File: config.mk
export PLATFORM = sky130hd
export DESIGN_NAME = clock_select_ctrl
export DESIGN_NICKNAME = d
export VERILOG_FILES = /design/src/rtl/clock_select_ctrl.sv
export SDC_FILE = /design/constraint.sdc
export NUM_CORES = 1
export LEC_CHECK = 0
export ABC_AREA = 1
export CORE_MARGIN = 5
export CORE_UTILIZATION = 47
export CTS_BUF_LIST = sky130_fd_sc_hd__clkbuf_8
export CTS_CLUSTER_SIZE = 28
export DETAILED_ROUTE_END_ITERATION = 7
export PLACE_DENSITY = 0.82
export SKIP_LAST_GASP = 1
export SYNTH_ARGS = -nofsm -noshare
export SYNTH_HDL_FRONTEND = slang
export SYNTH_SLANG_ARGS = --single-unit
File: constraint.sdc
create_clock -name ck_ip -period 1.3 [get_ports ck_ip]
set_input_delay 0.26 -clock ck_ip [delete_from_list [all_inputs] [get_ports ck_ip]]
set_output_delay 0.26 -clock ck_ip [all_outputs]
set_load 0.01 [all_outputs]
File: src/rtl/clock_select_ctrl.sv
// clock_select_ctrl: decides per CPU cycle whether the CPU runs on the HS or LS clock and
// stalls the CPU while a switch is in flight. Optional build macro FORCE_SLOW_EN adds force_slow_ip.

module clock_select_ctrl #(
    parameter logic [15:0] IO_BASE     = 16'hFC00,
    parameter logic [15:0] IO_TOP      = 16'hFEFF,
    parameter int          SLOW_HOLD   = 4,
    parameter int          SYNC_STAGES = 2,
    parameter int          SWITCH_TMO  = 31
) (
    input  logic        ck_ip,
    input  logic        reset_ip,
    input  logic        cpu_valid_ip,
    input  logic [15:0] cpu_addr_ip,
    input  logic        selected_hs_ip,
    input  logic        selected_ls_ip,
`ifdef FORCE_SLOW_EN
    input  logic        force_slow_ip,
`endif
    output logic        select_hs_op,
    output logic        rdy_op,
    output logic        fast_op,
    output logic        err_op
);

    localparam int HW = $clog2(SLOW_HOLD + 1);
    localparam int TW = $clog2(SWITCH_TMO + 1);
    localparam logic [HW-1:0] HOLD_INIT = HW'(SLOW_HOLD);
    localparam logic [TW-1:0] TMO_MAX   = TW'(SWITCH_TMO);
    localparam logic [TW-1:0] TMO_LAST  = TW'(SWITCH_TMO - 1);

    typedef enum logic [1:0] {
        ST_FAST    = 2'd0,
        ST_TO_SLOW = 2'd1,
        ST_SLOW    = 2'd2,
        ST_TO_FAST = 2'd3
    } state_t;

    state_t                 state_r;
    state_t                 state_nxt_s;
    logic [HW-1:0]          hold_cnt_r;
    logic [HW-1:0]          hold_nxt_s;
    logic [TW-1:0]          tmo_cnt_r;
    logic [TW-1:0]          tmo_nxt_s;
    logic [TW-1:0]          tmo_inc_s;
    logic                   err_r;
    logic                   err_nxt_s;
    logic                   fast_r;
    logic [SYNC_STAGES-1:0] hs_sync_r;
    logic [SYNC_STAGES-1:0] ls_sync_r;
    logic                   hs_s;
    logic                   ls_s;
    logic                   hs_ok_s;
    logic                   ls_ok_s;
    logic                   slow_acc_s;
    logic                   tmo_hit_s;
    logic                   select_hs_s;
    logic                   rdy_s;

    function automatic logic in_io_window(input logic [15:0] addr);
        return (addr >= IO_BASE) && (addr <= IO_TOP);
    endfunction

`ifdef FORCE_SLOW_EN
    assign slow_acc_s = (cpu_valid_ip & in_io_window(cpu_addr_ip)) | force_slow_ip;
`else
    assign slow_acc_s = cpu_valid_ip & in_io_window(cpu_addr_ip);
`endif

    // Resynchronise switch status; reset state claims LS so the CPU starts slow.
    always_ff @(posedge ck_ip or posedge reset_ip) begin
        if (reset_ip) begin
            hs_sync_r <= {SYNC_STAGES{1'b0}};
            ls_sync_r <= {SYNC_STAGES{1'b1}};
        end else begin
            hs_sync_r <= {hs_sync_r[SYNC_STAGES-2:0], selected_hs_ip};
            ls_sync_r <= {ls_sync_r[SYNC_STAGES-2:0], selected_ls_ip};
        end
    end

    assign hs_s    = hs_sync_r[SYNC_STAGES-1];
    assign ls_s    = ls_sync_r[SYNC_STAGES-1];
    assign hs_ok_s = hs_s & ~ls_s;
    assign ls_ok_s = ls_s & ~hs_s;

    // The abort fires on the SWITCH_TMO-th cycle spent in a transition state.
    assign tmo_inc_s = (tmo_cnt_r == TMO_MAX) ? tmo_cnt_r : (tmo_cnt_r + TW'(1));
    assign tmo_hit_s = (tmo_cnt_r == TMO_LAST);

    // Next-state and per-cycle select/ready decode.
    always_comb begin
        state_nxt_s = state_r;
        hold_nxt_s  = hold_cnt_r;
        tmo_nxt_s   = tmo_cnt_r;
        err_nxt_s   = err_r;
        select_hs_s = 1'b0;
        rdy_s       = 1'b1;
        case (state_r)
            ST_FAST: begin
                select_hs_s = ~slow_acc_s;
                rdy_s       = ~slow_acc_s;
                if (slow_acc_s) begin
                    state_nxt_s = ST_TO_SLOW;
                    tmo_nxt_s   = {TW{1'b0}};
                end else begin
                    state_nxt_s = ST_FAST;
                end
            end
            ST_TO_SLOW: begin
                select_hs_s = 1'b0;
                rdy_s       = 1'b0;
                tmo_nxt_s   = tmo_inc_s;
                if (ls_ok_s) begin
                    state_nxt_s = ST_SLOW;
                    hold_nxt_s  = HOLD_INIT;
                end else if (tmo_hit_s) begin
                    state_nxt_s = ST_SLOW;
                    hold_nxt_s  = HOLD_INIT;
                    err_nxt_s   = 1'b1;
                end else begin
                    state_nxt_s = ST_TO_SLOW;
                end
            end
            ST_SLOW: begin
                select_hs_s = 1'b0;
                rdy_s       = 1'b1;
                if (slow_acc_s) begin
                    hold_nxt_s = HOLD_INIT;
                end else if (hold_cnt_r == {HW{1'b0}}) begin
                    state_nxt_s = ST_TO_FAST;
                    tmo_nxt_s   = {TW{1'b0}};
                end else begin
                    hold_nxt_s = hold_cnt_r - HW'(1);
                end
            end
            ST_TO_FAST: begin
                select_hs_s = ~slow_acc_s;
                rdy_s       = ~slow_acc_s;
                tmo_nxt_s   = tmo_inc_s;
                // A new slow access restarts the switch back towards LS.
                if (slow_acc_s) begin
                    state_nxt_s = ST_TO_SLOW;
                    tmo_nxt_s   = {TW{1'b0}};
                end else if (hs_ok_s) begin
                    state_nxt_s = ST_FAST;
                end else if (tmo_hit_s) begin
                    state_nxt_s = ST_SLOW;
                    hold_nxt_s  = HOLD_INIT;
                    err_nxt_s   = 1'b1;
                end else begin
                    state_nxt_s = ST_TO_FAST;
                end
            end
            default: begin
                state_nxt_s = ST_SLOW;
                hold_nxt_s  = HOLD_INIT;
                tmo_nxt_s   = {TW{1'b0}};
            end
        endcase
    end

    // State, counters and registered status flags.
    always_ff @(posedge ck_ip or posedge reset_ip) begin
        if (reset_ip) begin
            state_r    <= ST_SLOW;
            hold_cnt_r <= HOLD_INIT;
            tmo_cnt_r  <= {TW{1'b0}};
            err_r      <= 1'b0;
            fast_r     <= 1'b0;
        end else begin
            state_r    <= state_nxt_s;
            hold_cnt_r <= hold_nxt_s;
            tmo_cnt_r  <= tmo_nxt_s;
            err_r      <= err_nxt_s;
            fast_r     <= (state_nxt_s == ST_FAST);
        end
    end

    assign select_hs_op = select_hs_s;
    assign rdy_op       = rdy_s;
    assign fast_op      = fast_r;
    assign err_op       = err_r;

endmodule

==> results of run 1 <==
## layer usage
| metal | track usage | vias to the layer above |
|---|---|---|
| met2 | 0.339 | 40 |
| met3 | 0.0327 | 5 |
| met4 | 0.0874 | 0 |
| li1 | - | 572 |
| met5 | 0 | - |
| met1 | 0.194 | 542 |
## stage by stage
step | cells | TNS, ns | instance area [um2]
2_1_floorplan | 158 | -0.133 | 1190
3_3_place_gp | 218 | -5.43 | 1510
3_5_place_dp | 218 | -5.87 | 1510
4_1_cts | 223 | -3.12 | 1580
5_1_grt | 224 | -4.71 | 1600
6_report | 224 | -3.58 | 1600
## final cells by class
class,instances,area [um2]
Fill cell,181,674
Multi-Input combinational cell,113,671
Clock buffer,4,55.1
Tap cell,28,35.0
Inverter,25,96.3
Timing Repair Buffer,38,339
Sequential cell,16,405
## synthesized netlist by cell type, drive strengths merged, types with 2 or more instances
cell type / instances
a21oi: 7
buf: 2
clkbuf: 2
dfrtp: 12
dfstp: 4
ha: 9
inv: 25
nand2: 58
nand3: 17
nand4: 2
nor2: 10
o21ai: 5
## power groups by stage
stage               logic, mW  registers (mW)  clock network, mW
detailed placement      0.603           0.666                  0
finish                  0.628           0.659              0.453
global route            0.714           0.673              0.487
global placement        0.575           0.660                  0
CTS                     0.630           0.658              0.455
floorplan               0.365           0.671                  0
## path summary, 6_finish.rpt
kind	startpoint	endpoint	slack, ns	cells after the start
min in group ck_ip	hs_sync_r[0]$_DFF_PP0_	hs_sync_r[1]$_DFF_PP0_	0.35	0
max reg2reg	state_r[1]$_DFF_PP1_	fast_op$_DFF_PP0_	-0.24	8
min	reset_ip	hold_cnt_r[1]$_DFFE_PP0P_	0.31	3
max in group asynchronous	reset_ip	ls_sync_r[0]$_DFF_PP1_	0.74	3
max	state_r[1]$_DFF_PP1_	rdy_op	-0.41	6
min reg2reg	hs_sync_r[0]$_DFF_PP0_	hs_sync_r[1]$_DFF_PP0_	0.35	0
## repair_timing
| item | 4_1_cts | 5_1_grt |
|---|---|---|
| pin swaps | 1 | 2 |
| hold endpoints to repair | 0 | 0 |
| endpoints found under the setup margin | 16 | 14 |
| buffers inserted | 1 | 1 |
| resized for setup | 17 | 5 |
## sequential cells by signal, indices dropped and copies added, names as in the netlist
register,flops
state_r,2
ls_sync_r,2
fast_op,1
hold_cnt_r,3
hs_sync_r,2
err_op,1
tmo_cnt_r,5
## kinds of logic (layout without fill, tap and decap cells)
logic type               after synthesis  after routing  synth area share
AO/OA/AOI/OAI                         15             15            0.0765
adder cells (fa/ha/maj)                9              9            0.0984
buffers and inverters                 29             67             0.103
flip-flops                            16             16             0.354
AND/OR/NAND/NOR                       89             89             0.368
## worst max-delay path: stages (launching register included)
cell and delay, ns:
dfstp_2 0.54, inv_2 0.05, ha_4 0.22, inv_4 0.05
nand2_4 0.05, a21oi_2 0.13, buf_2 0.15
==> impl_metrics.toml, run 1 <==
[finish]
nets = 227
drive_above_1_share = 0.316
final_common_cell = "nand2_1"
final_util = 0.704
syn_to_final_growth_pct = 39.9
mostFrequentLayoutCells = "nand2_1, buf_4, inv_1, nand3_1"
diodes = 0

[power]
power.switching_uw = 562
ir_drop_uv = 1130
swShare = 0.323
pwr-share-seq = 0.379
power_mw = 1.74
comb_power_share = 0.361
leakage_nw = 0.819
cellPowerDensity_nw_per_um2 = 1090
power.internal_mw = 1.18
clkPwrFrac = 0.260

[synth]
synth_area_leaders = "dfrtp_1, nand2_1, ha_1"
async_reset_ff_frac = 1.00
syn_area_um2 = 1140
yosysWarnings = 0
synth_top_cell_by_area = "dfrtp_1"
ys_seq_area_frac = 0.354
synth_top_area_frac = 0.262
synth_edf_count = 0
syn_nets = 188
avgSynthCellArea_um2 = 7.25
synthCells = 158
synth_cell_types = 27
ys_seq_elements = 16
yosys_most_used_dff = "dfrtp_1"

[timing]
tightest_slew_ns = 0.217
period_needed_ns = 1.71
fin_crit_sh = 1.31
hold_viol_final = 0
relSlewSlack = 0.855
slew_violations = 0
whs_ns = 0.311
worst_slack_ns = -0.407
clock.fmax_ghz = 0.586
grt_setup_unrepaired = "true"
setup_viol = 14
skew_ns = 0.00539

[clock_network]
cts_buffers = 3
clkLatencyLatePin_ns = 0.26
cts.clk_slew.worst_paths_ns = 0.07
htree_levels = 1
tritoncts = "done"
cts_sinks = 16
ctsLongestPathBuffers = 2
clock_tree.root_cell = "clkbuf_8"
postCtsHoldBufs = 0

[routing]
met2_length_um = 1490
drc = 0
wire_per_inst_um = 12.8
via_count = 1159
drt_iter0_markers = 21
ant_nets = 0
top_layer = "met4"
wirelength_um = 2860
met1Wirelength_um = 1150
viasPerCell = 5.17
dr_wl_met3_um = 176
dr.pass1.iters = 4

[run_status]
violations = "setup timing"
outcome = "finished with violations"

[global_route]
grt_overflow_total = 0
track_usage = 0.182
grt_max_degree = 17
grt_pass1_vias = 1189
grt_pass1_wl_um = 4840
antenna_found_initial = 0

[placed_design]
place_congestion = 0.812
place_ws_ns = -0.642
portBuffers = 16
hpwl_um = 2100

[worst_setup_path]
worst_setup_path_start_kind = "flip-flop"
required_ns = 1.04
worstSetupPathType = "reg2out"
arrival_ns = 1.45
crit_fanout = 2
endpoint_kind = "primary output"

[die]
io_pins = 25
rows = 17
die_area_um2 = 3520
initial_core_util = 0.503
chipHeight_um = 59.4
coreArea_um2 = 2280
die_w_um = 59.4

[min_path]
min_path_type = "in2async"

[flow_run]
cap_violations = 0
(Power assumes the default switching activity.)
==> run 2, diff against run 1 <==
- HOLD_SLACK_MARGIN: not set -> 0.12
- PLACE_DENSITY: 0.82 -> 0.78
- SKIP_CTS_REPAIR_TIMING: not set -> 1
==> impl_metrics.toml, run 2 (same netlist as run 1, synthesis figures left out) <==
[die]
chipHeight_um = 59.4
coreArea_um2 = 2280
die_w_um = 59.4
die_area_um2 = 3520
initial_core_util = 0.503
io_pins = 25
rows = 17

[worst_setup_path]
arrival_ns = 1.38
endpoint_kind = "primary output"
worst_setup_path_start_kind = "flip-flop"
cp.buffers_inverters = 3
cp_cell_sequence = "inv_2 -> ha_4 -> inv_2 -> nand2_2 -> a21oi_2 -> buf_2"
crit_slowest_cell = "dfstp_2"
crit_top_cell = "inv_2"
required_ns = 1.04
crit_fanout = 2
slowest_delay_ns = 0.54
worstSetupPathType = "reg2out"
cp_top_family = "flip-flops"

[timing]
slew_violations = 0
relSlewSlack = 0.862
fin_crit_sh = 1.26
hold_viol_final = 0
skew_ns = 0.00747
period_needed_ns = 1.64
clock.fmax_ghz = 0.608
worst_slack_ns = -0.344
setup_viol = 14
grt_setup_unrepaired = "true"
tightest_slew_ns = 0.204

[power]
ir_drop_uv = 843
cellPowerDensity_nw_per_um2 = 1080
power_mw = 1.74
leakage_nw = 0.821

[routing]
ant_nets = 0
wirelength_um = 2770
drt_iter0_markers = 26
dr.pass1.iters = 4
drc = 0
viasPerCell = 5.05
via_count = 1122
wire_per_inst_um = 12.5

[placed_design]
place_ws_ns = -0.661
portBuffers = 16
dpl.cell_count = 217
placed_area_um2 = 1500
hpwl_um = 2080
place_congestion = 0.799

[finish]
layout.cells.non_filler = 222
n_fill_cell = 161
mostFrequentLayoutCells = "nand2_1, inv_1, buf_4, nand3_1"
nets = 225
final_common_cell = "nand2_1"
drive_above_1_share = 0.304
diodes = 0
syn_to_final_growth_pct = 40.7
largest_reg_flops = 5
stdcell_area_um2 = 1610
largest-register = "tmo_cnt_r"
top_regs = "tmo_cnt_r (5), hold_cnt_r (3)"

[clock_network]
cts.clk_slew.worst_paths_ns = 0.07
clkLatencyLatePin_ns = 0.25
ctsLongestPathBuffers = 2
cts_buffers = 3
tritoncts = "done"
clock_tree.root_cell = "clkbuf_8"
htree_levels = 1
cts_sinks = 16

[run_status]
outcome = "finished with violations"
violations = "setup timing"

[global_route]
grt_overflow_total = 0
track_usage = 0.168
antenna_found_initial = 0
grt_pass1_vias = 1119
grt_pass1_wl_um = 4630
grt_max_degree = 17

[flow_run]
cap_violations = 0

[min_path]
min_path_type = "in2async"
-- run 2: routing by layer --
layer  vias to the layer above  share of wire  track usage
li1                        564              -            -
met2                        28           0.49        0.307
met4                         0          0.010       0.0453
met1                       526           0.44        0.196
met3                         4          0.057       0.0327
met5                         -              0            0
-- run 2: final timing paths --
path,startpoint,to,slack (ns),depth (start not counted)
worst max-delay path,state_r[1]$_DFF_PP1_,rdy_op,-0.34,6
worst min-delay path,reset_ip,hs_sync_r[1]$_DFF_PP0_,0.31,3
worst max register to register,state_r[1]$_DFF_PP1_,tmo_cnt_r[1]$_DFFE_PP0P_,-0.21,9
worst min register to register,ls_sync_r[0]$_DFF_PP1_,ls_sync_r[1]$_DFF_PP1_,0.36,0
max in group asynchronous,reset_ip,ls_sync_r[1]$_DFF_PP1_,0.73,3
min in group ck_ip,ls_sync_r[0]$_DFF_PP1_,ls_sync_r[1]$_DFF_PP1_,0.36,0
-- run 2: area by class of cell --
type | instances | area [um2] | share of cell area
flip-flops and latches | 16 | 405 | 0.252
inverters | 25 | 93.8 | 0.0583
repair buffers | 36 | 325 | 0.202
well taps | 28 | 35.0 | 0.0218
clock buffers | 4 | 55.1 | 0.0342
multi-input cells | 113 | 696 | 0.432
-- run 2: tightest hold or removal path, cell delays in order --
cell and delay [ns]:
clkdlybuf4s50_1 0.39, inv_1 0.05, buf_4 0.23
-- run 2: power by group --
group | internal, mW | switching, mW
logic | 0.313 | 0.313
registers | 0.597 | 0.0643
clock network | 0.269 | 0.186
-- run 2: through the flow --
| stage | hold slack (ns) | setup TNS (ns) | util |
|---|---|---|---|
| after floorplan | 0.171 | -0.133 | - |
| after global placement | 0.332 | -5.87 | 0.660 |
| after detailed placement | 0.347 | -6.33 | 0.660 |
| after CTS | 0.323 | -4.16 | 0.684 |
| after global routing | 0.362 | -4.33 | 0.708 |
| final | 0.311 | -3.11 | 0.708 |
